$ cat config.mk
export PLATFORM = sky130hd
export DESIGN_NAME = mem_writeback
export DESIGN_NICKNAME = d
export VERILOG_FILES = /design/src/rtl/mem_writeback.sv
export SDC_FILE = /design/constraint.sdc
export NUM_CORES = 1
export LEC_CHECK = 0
export CORE_MARGIN = 2
export CORE_UTILIZATION = 46
export DETAILED_ROUTE_END_ITERATION = 6
export PLACE_DENSITY_LB_ADDON = 0.08
export SYNTH_ARGS = -nofsm -noshare
export SYNTH_HDL_FRONTEND = slang
export SYNTH_SLANG_ARGS = --single-unit
$ cat constraint.sdc
create_clock -name clk -period 2.41 [get_ports clk]
set_clock_uncertainty 0.2 [all_clocks]
set_input_delay 0.241 -clock clk [delete_from_list [all_inputs] [get_ports clk]]
set_output_delay 0.241 -clock clk [all_outputs]
set_load 0.03 [all_outputs]
$ cat src/rtl/mem_writeback.sv
// mem_writeback: memory-access / write-back stage of a small processor.
// Accepts an instruction when the processor FSM is in MEMORY_ACCESS (4).
// Loads (LW) issue a data-memory read and wait for dmem_ready; other
// result-producing instructions go straight to the register-file write.
// Instructions that produce no result retire without side effects.
// Optional feature macro: WB_TIMEOUT_EN enables a load-timeout watchdog
// that aborts a load after MEM_TIMEOUT cycles and sets the sticky
// mem_error flag. Without it, MEM_WAIT waits indefinitely and mem_error
// is tied to 0.
module mem_writeback #(
    parameter int unsigned MEM_TIMEOUT = 15
) (
    input  logic       clk,
    input  logic       rst_n,
    input  logic [2:0] current_state,
    input  logic [5:0] operation_code,
    input  logic [7:0] execution_result,
    input  logic       execution_result_valid,
    input  logic [4:0] dest_reg,
    output logic       dmem_req,
    output logic [7:0] dmem_addr,
    input  logic       dmem_ready,
    input  logic [7:0] dmem_rdata,
    output logic       rf_we,
    output logic [4:0] rf_waddr,
    output logic [7:0] rf_wdata,
    output logic       wb_done,
    output logic [7:0] last_result,
    output logic       mem_error
);

    localparam logic [2:0] MEMORY_ACCESS = 3'd4;
    localparam logic [5:0] OP_LW         = 6'b100011;

    typedef enum logic [1:0] {
        ST_IDLE     = 2'd0,
        ST_MEM_WAIT = 2'd1,
        ST_WRITE    = 2'd2,
        ST_DONE     = 2'd3
    } state_t;

    state_t     state_q, state_d;
    logic       rst_sync_q;
    logic       dmem_req_q, dmem_req_d;
    logic [7:0] dmem_addr_q, dmem_addr_d;
    logic       rf_we_q, rf_we_d;
    logic [4:0] rf_waddr_q, rf_waddr_d;
    logic [7:0] rf_wdata_q, rf_wdata_d;
    logic       wb_done_q, wb_done_d;
    logic [7:0] last_result_q, last_result_d;

`ifdef WB_TIMEOUT_EN
    // Last count value before the watchdog fires (counter starts at 0).
    localparam logic [7:0] TMO_LAST = 8'(MEM_TIMEOUT - 32'd1);
    logic [7:0] tmo_cnt_q, tmo_cnt_d;
    logic       mem_error_q, mem_error_d;
`endif

    // Reset release synchronizer: the core stays in reset for one edge after rst_n rises.
    always_ff @(posedge clk or negedge rst_n) begin
        if (!rst_n) begin
            rst_sync_q <= 1'b0;
        end else begin
            rst_sync_q <= 1'b1;
        end
    end

    // Next-state and registered-output logic of the write-back FSM.
    always_comb begin
        state_d       = state_q;
        dmem_req_d    = dmem_req_q;
        dmem_addr_d   = dmem_addr_q;
        rf_we_d       = 1'b0;
        rf_waddr_d    = rf_waddr_q;
        rf_wdata_d    = rf_wdata_q;
        wb_done_d     = 1'b0;
        last_result_d = last_result_q;
`ifdef WB_TIMEOUT_EN
        tmo_cnt_d     = tmo_cnt_q;
        mem_error_d   = mem_error_q;
`endif
        if (!rst_sync_q) begin
            // Synchronous tail of reset: hold every register at its reset value.
            state_d       = ST_IDLE;
            dmem_req_d    = 1'b0;
            dmem_addr_d   = 8'h00;
            rf_waddr_d    = 5'd0;
            rf_wdata_d    = 8'h00;
            last_result_d = 8'h00;
`ifdef WB_TIMEOUT_EN
            tmo_cnt_d     = 8'h00;
            mem_error_d   = 1'b0;
`endif
        end else begin
            case (state_q)
                ST_IDLE: begin
                    if (current_state == MEMORY_ACCESS) begin
                        if (!execution_result_valid) begin
                            state_d = ST_DONE;
                        end else if (operation_code == OP_LW) begin
                            rf_waddr_d  = dest_reg;
                            dmem_addr_d = execution_result;
                            dmem_req_d  = 1'b1;
                            state_d     = ST_MEM_WAIT;
`ifdef WB_TIMEOUT_EN
                            tmo_cnt_d   = 8'h00;
`endif
                        end else begin
                            rf_waddr_d = dest_reg;
                            rf_wdata_d = execution_result;
                            state_d    = ST_WRITE;
                        end
                    end else begin
                        state_d = ST_IDLE;
                    end
                end
                ST_MEM_WAIT: begin
                    if (dmem_ready) begin
                        rf_wdata_d = dmem_rdata;
                        dmem_req_d = 1'b0;
                        state_d    = ST_WRITE;
                    end else begin
`ifdef WB_TIMEOUT_EN
                        if (tmo_cnt_q >= TMO_LAST) begin
                            dmem_req_d  = 1'b0;
                            mem_error_d = 1'b1;
                            state_d     = ST_DONE;
                        end else begin
                            tmo_cnt_d = tmo_cnt_q + 8'd1;
                        end
`else
                        state_d = ST_MEM_WAIT;
`endif
                    end
                end
                ST_WRITE: begin
                    // Register 0 is hard-wired: no write, last_result untouched.
                    if (rf_waddr_q != 5'd0) begin
                        rf_we_d       = 1'b1;
                        last_result_d = rf_wdata_q;
                    end else begin
                        rf_we_d = 1'b0;
                    end
                    state_d = ST_DONE;
                end
                ST_DONE: begin
                    wb_done_d = 1'b1;
                    state_d   = ST_IDLE;
                end
                default: begin
                    state_d = ST_IDLE;
                end
            endcase
        end
    end

    // State and output registers; rst_n forces everything idle immediately.
    always_ff @(posedge clk or negedge rst_n) begin
        if (!rst_n) begin
            state_q       <= ST_IDLE;
            dmem_req_q    <= 1'b0;
            dmem_addr_q   <= 8'h00;
            rf_we_q       <= 1'b0;
            rf_waddr_q    <= 5'd0;
            rf_wdata_q    <= 8'h00;
            wb_done_q     <= 1'b0;
            last_result_q <= 8'h00;
        end else begin
            state_q       <= state_d;
            dmem_req_q    <= dmem_req_d;
            dmem_addr_q   <= dmem_addr_d;
            rf_we_q       <= rf_we_d;
            rf_waddr_q    <= rf_waddr_d;
            rf_wdata_q    <= rf_wdata_d;
            wb_done_q     <= wb_done_d;
            last_result_q <= last_result_d;
        end
    end

`ifdef WB_TIMEOUT_EN
    // Watchdog counter and sticky error flag.
    always_ff @(posedge clk or negedge rst_n) begin
        if (!rst_n) begin
            tmo_cnt_q   <= 8'h00;
            mem_error_q <= 1'b0;
        end else begin
            tmo_cnt_q   <= tmo_cnt_d;
            mem_error_q <= mem_error_d;
        end
    end

    assign mem_error = mem_error_q;
`else
    assign mem_error = 1'b0;
`endif

    assign dmem_req    = dmem_req_q;
    assign dmem_addr   = dmem_addr_q;
    assign rf_we       = rf_we_q;
    assign rf_waddr    = rf_waddr_q;
    assign rf_wdata    = rf_wdata_q;
    assign wb_done     = wb_done_q;
    assign last_result = last_result_q;

endmodule

Word level (Yosys, flattened, before mapping):

Cells that the tools add are included.

* logic and storage cells: 68
* input port bits: 34
* output and inout port bits: 33
* flip-flop bits (word level): 35

* reduce and logical (&&, ||, !) cells: 7
* muxes and demuxes: 35
* eq/ne operators: 17

Operators with widths (count)
* 8-bit 2-to-1 mux: 13
* 5-bit 2-to-1 mux: 4
* 8-bit case mux with 2 select lines: 1
* 3-bit != test (second input constant): 5
* 1-bit 2-to-1 mux: 10
* 2-bit 2-to-1 mux: 5
* 2-bit by 1-bit != test with 1-bit output (second input constant): 5
* 5-bit AND reduction: 2
* 2-bit case mux with 4 select lines: 1
* 6-bit == test (second input constant): 1
* 5-bit nonzero test: 1
* 2-bit == test (second input constant): 2
* 4-bit AND reduction: 1
* 3-bit == test (second input constant): 1
* 3-bit by 1-bit != test with 1-bit output (second input constant): 1
* 3-bit AND reduction: 1
* 2-bit by 1-bit == test with 1-bit output (second input constant): 1
* 2-bit zero test: 1
* 2-bit != test (second input constant): 1
* 1-bit case mux with 2 select lines: 1
* 2-bit AND reduction: 1

Depth between registers and ports, before layout:

* depth in word-level cells: 6
* mapped depth: 6

Least setup slack after synthesis:

OpenSTA, ideal clock, no wires.

* path type: register to register
* from: register rf_waddr_q[1], in the netlist rf_waddr[1]
* to: register last_result_q[0], in the netlist last_result[0]
* setup time: 121 ps
* required time: 2089 ps
* data arrival time: 1473 ps
* setup slack: 616 ps
* stages on the path, launching flop included: 5
* cell sequence: dfrtp_1 > or4_4 > nor2_4 > nor3_2 > a22o_1

* longest elaborated chain between the ends: 3

Ends and longest elaborated chain
* start: declaration: RTL line 47 `logic [4:0] rf_waddr_q, rf_waddr_d;`
* start signal: assignment: RTL line 173 `rf_waddr_q <= rf_waddr_d;`
* 5-bit nonzero test: RTL line 138 `if (rf_waddr_q != 5'd0) begin`
* 2-bit by 1-bit != test with 1-bit output (no line)
* 2-bit AND reduction (no line)
* end signal: assignment: RTL line 176 `last_result_q <= last_result_d;`
* end: declaration: RTL line 50 `logic [7:0] last_result_q, last_result_d;`

No other way between the ends.
A chain may end at the register's enable or synchronous reset.

Worst setup path in the final report:

* from: register rf_waddr_q[4], in the netlist rf_waddr[4]
* to: output port rf_waddr[4]

RTL lines
* end: declaration: RTL line 25 `output logic [4:0] rf_waddr,`

No word-level cell between the ends.

==> flow_summary.ini <==
[setup_path]
critPathMaxStageDelay_ps = 690
path_max_fanout = 3
start_kind = flip-flop
regToRegSetupSlack_ps = 580
crit_chain = clkdlybuf4s50_1
end_kind = output port
slowest_stage = clkdlybuf4s50_1
critPathRequiredTime_ps = 1970
critPathKind = reg -> out
crit_family = buffers and inverters
startpoint = rf_waddr[4]$_DFFE_PN0P_
regToRegStartpoint = rst_sync_q$_DFF_PN0_
worstRegToRegCells = 3
crit_buf_inv = 1
crit_arrival_ps = 1460
timing.rr.end = last_result[7]$_DFFE_PN0P_

[sta]
finalCritPeriodShare_pct = 78.7
finalSetupTns_ps = 0
tightest_slew_ps = 588
hold_violations = 0
setup_viol = 0
max_freq_mhz = 527
rsz0062_at_grt = no
slew_viol_final = 0
fin_crit_ps = 1900
slew_headroom_pct = 60.6

[floorplan]
start_util_pct = 48.9
die_area_um2 = 4130
core_um2 = 3420
die_y_um = 64.3
die_x_um = 64.3
num_rows = 21
pin_count = 67

[pwr]
vdd_drop_max_mv = 0.326
p_leak_nw = 1.07
p_per_area_nw_per_um2 = 495

[clock_network]
cts_resized = 0
clk_path_buf_depth = 2
cts_setup_buffers = 0
clk_latency_ps = 350
cts_buffers = 5
cts-root-buf = clkbuf_4
cts.htree.levels = 2
cts_tree = done
clk_pin_slew_worst_paths_ps = 100
cts_hold_buf = 0
cts.sinks = 35

[global_route]
grt_max_degree = 36
grt_pass1_vias = 1385
antenna_found_initial = 0
grt_pass1_wl_um = 6640
grt.overflow.total = 0
grtUsageTotal_pct = 21.2

[final_layout]
nFillCells = 250
layout.nets = 244
finish.utilization_pct = 71.0
area_growth_pct = 45.2
drive_gt1_share_pct = 10.4
n_antenna_cell = 0

[synthesis]
synth_fp_nets = 176
synth_cells = 142
synth.distinct_cells = 36
syn-cell-area_um2 = 1670
avgSynthCellArea_um2 = 11.8
yosysSeqAreaShare_pct = 52.4
yosys_warnings = 0
yosys_register_bits = 35

[routing]
routed_wl_um = 3900
wl_met2_um = 1820
met3_length_um = 267
drt-initial-drc-count = 86
drc_errors = 0
dr.max_layer_used = met4
first_pass_iters = 4
wl_met1_um = 1750
vias_per_cell = 5.32
detail-route-antenna-nets = 0
vias = 1368
wl_per_cell_um = 15.2

[place]
finalWeightedCongestion = 0.764
placement.io_buffers = 65
hpwlAfterDp_um = 2910

[job]
drv_cap = 0

[run_status]
outcome = completed

[worst_hold_path]
hp-class = in -> async
==> Yosys cell counts <==
cell / count / share of area (%)
nand2_1: 18 / 4.0
and3_2: 1 / 0.45
a211oi_1: 2 / 0.90
nor3_1: 1 / 0.30
o31a_4: 1 / 1.0
or4_4: 1 / 0.67
o22ai_1: 8 / 3.0
nor3_2: 1 / 0.60
buf_2: 2 / 0.60
and4bb_2: 1 / 0.75
nor2b_1: 8 / 3.0
o21ba_1: 1 / 0.60
and2b_1: 1 / 0.45
nor2_4: 1 / 0.67
buf_6: 1 / 0.67
mux2i_1: 16 / 9.6
o21ai_1: 1 / 0.30
conb_1: 2 / 0.45
nand2b_1: 2 / 0.75
nand3_1: 5 / 1.5
o211ai_2: 1 / 0.75
o311ai_1: 1 / 0.52
a21oi_1: 1 / 0.30
a21o_2: 1 / 0.52
nor3b_4: 2 / 2.2
a21boi_0: 6 / 2.7
a221oi_1: 1 / 0.52
or4b_1: 1 / 0.60
nand4_4: 1 / 1.3
clkbuf_1: 2 / 0.45
o21a_1: 1 / 0.45
nand4bb_1: 1 / 0.67
a22o_1: 8 / 4.2
inv_1: 3 / 0.67
dfrtp_1: 35 / 52
buf_4: 3 / 1.3
==> where the power goes <==
| part | total [mW] | switching, mW | internal (mW) |
|---|---|---|---|
| sequential | 0.622 | 0.0219 | 0.600 |
| combinational | 0.211 | 0.101 | 0.110 |
| clock | 0.369 | 0.198 | 0.172 |
| total | 1.20 | 0.320 | 0.882 |
==> cell type report <==
cell class | count | area (um^2) | share of cell area [%]
flip-flops and latches | 35 | 876 | 36.1
repair buffers | 69 | 681 | 28.1
well taps | 46 | 57.6 | 2.37
clock buffers | 8 | 68.8 | 2.84
multi-input cells | 96 | 732 | 30.2
inverters | 3 | 11.3 | 0.464
==> registers in the layout (all words and copies together), names as in the netlist <==
register,count
last_result,8
dmem_req,1
rf_we,1
rst_sync_q,1
dmem_addr,8
wb_done,1
rf_wdata,8
state_q,2
rf_waddr,5
==> routing by layer <==
layer	GRT usage (%)	vias to the layer above
li1	-	651
met1	27.7	647
met2	33.5	62
met3	5.11	8
met4	9.31	0
met5	0	-
==> kinds of logic (layout without fill, tap and decap cells) <==
family / count (synthesis) / after routing / share of synthesized area (%)
and+or+nand+nor: 45 / 45 / 18.0
buffers and inverters: 11 / 80 / 3.75
DFF: 35 / 35 / 52.4
muxes: 16 / 16 / 9.59
other: 2 / 2 / 0.450
AOI/OAI and AO/OA: 33 / 33 / 15.8
==> through the flow <==
step | power, mW | setup WS (ps) | area (um^2) | hold WS [ps] | cells
4_1_cts | 1.21 | 504 | 2430 | 104 | 257
3_3_place_gp | 0.838 | 337 | 2360 | 284 | 249
2_1_floorplan | 0.739 | 616 | 1670 | -255 | 142
5_1_grt | 1.26 | 447 | 2430 | 133 | 257
3_5_place_dp | 0.844 | 276 | 2360 | 282 | 249
6_report | 1.20 | 513 | 2430 | 87.9 | 257
==> placed cells by master (no fill, tap or decap), types with 2 or more instances in the layout <==
cell type | netlist | final
nor2b_1 | 8 | 8
a21boi_0 | 6 | 6
dfrtp_1 | 35 | 35
clkbuf_8 | 0 | 2
clkbuf_4 | 0 | 5
buf_4 | 3 | 4
mux2i_1 | 16 | 16
o22ai_1 | 8 | 8
a211oi_1 | 2 | 2
nor3b_4 | 2 | 2
a22o_1 | 8 | 8
nand3_1 | 5 | 5
clkdlybuf4s50_1 | 0 | 65
nand2_1 | 18 | 18
nand2b_1 | 2 | 2
conb_1 | 2 | 2
inv_1 | 3 | 3
==> how the worst max path moves through the flow <==
stage | end | slack [ps] | depth (start not counted)
final | rf_waddr[4] | 510 | 1
after global routing | rf_waddr[4] | 450 | 1
after global placement | rf_wdata[4]$_DFFE_PN0P_ | 340 | 5
after floorplan | last_result[0]$_DFFE_PN0P_ | 620 | 4
after CTS | rf_waddr[4] | 500 | 1
after detailed placement | rf_wdata[7]$_DFFE_PN0P_ | 280 | 5
Power figures use the tool's default switching activity.
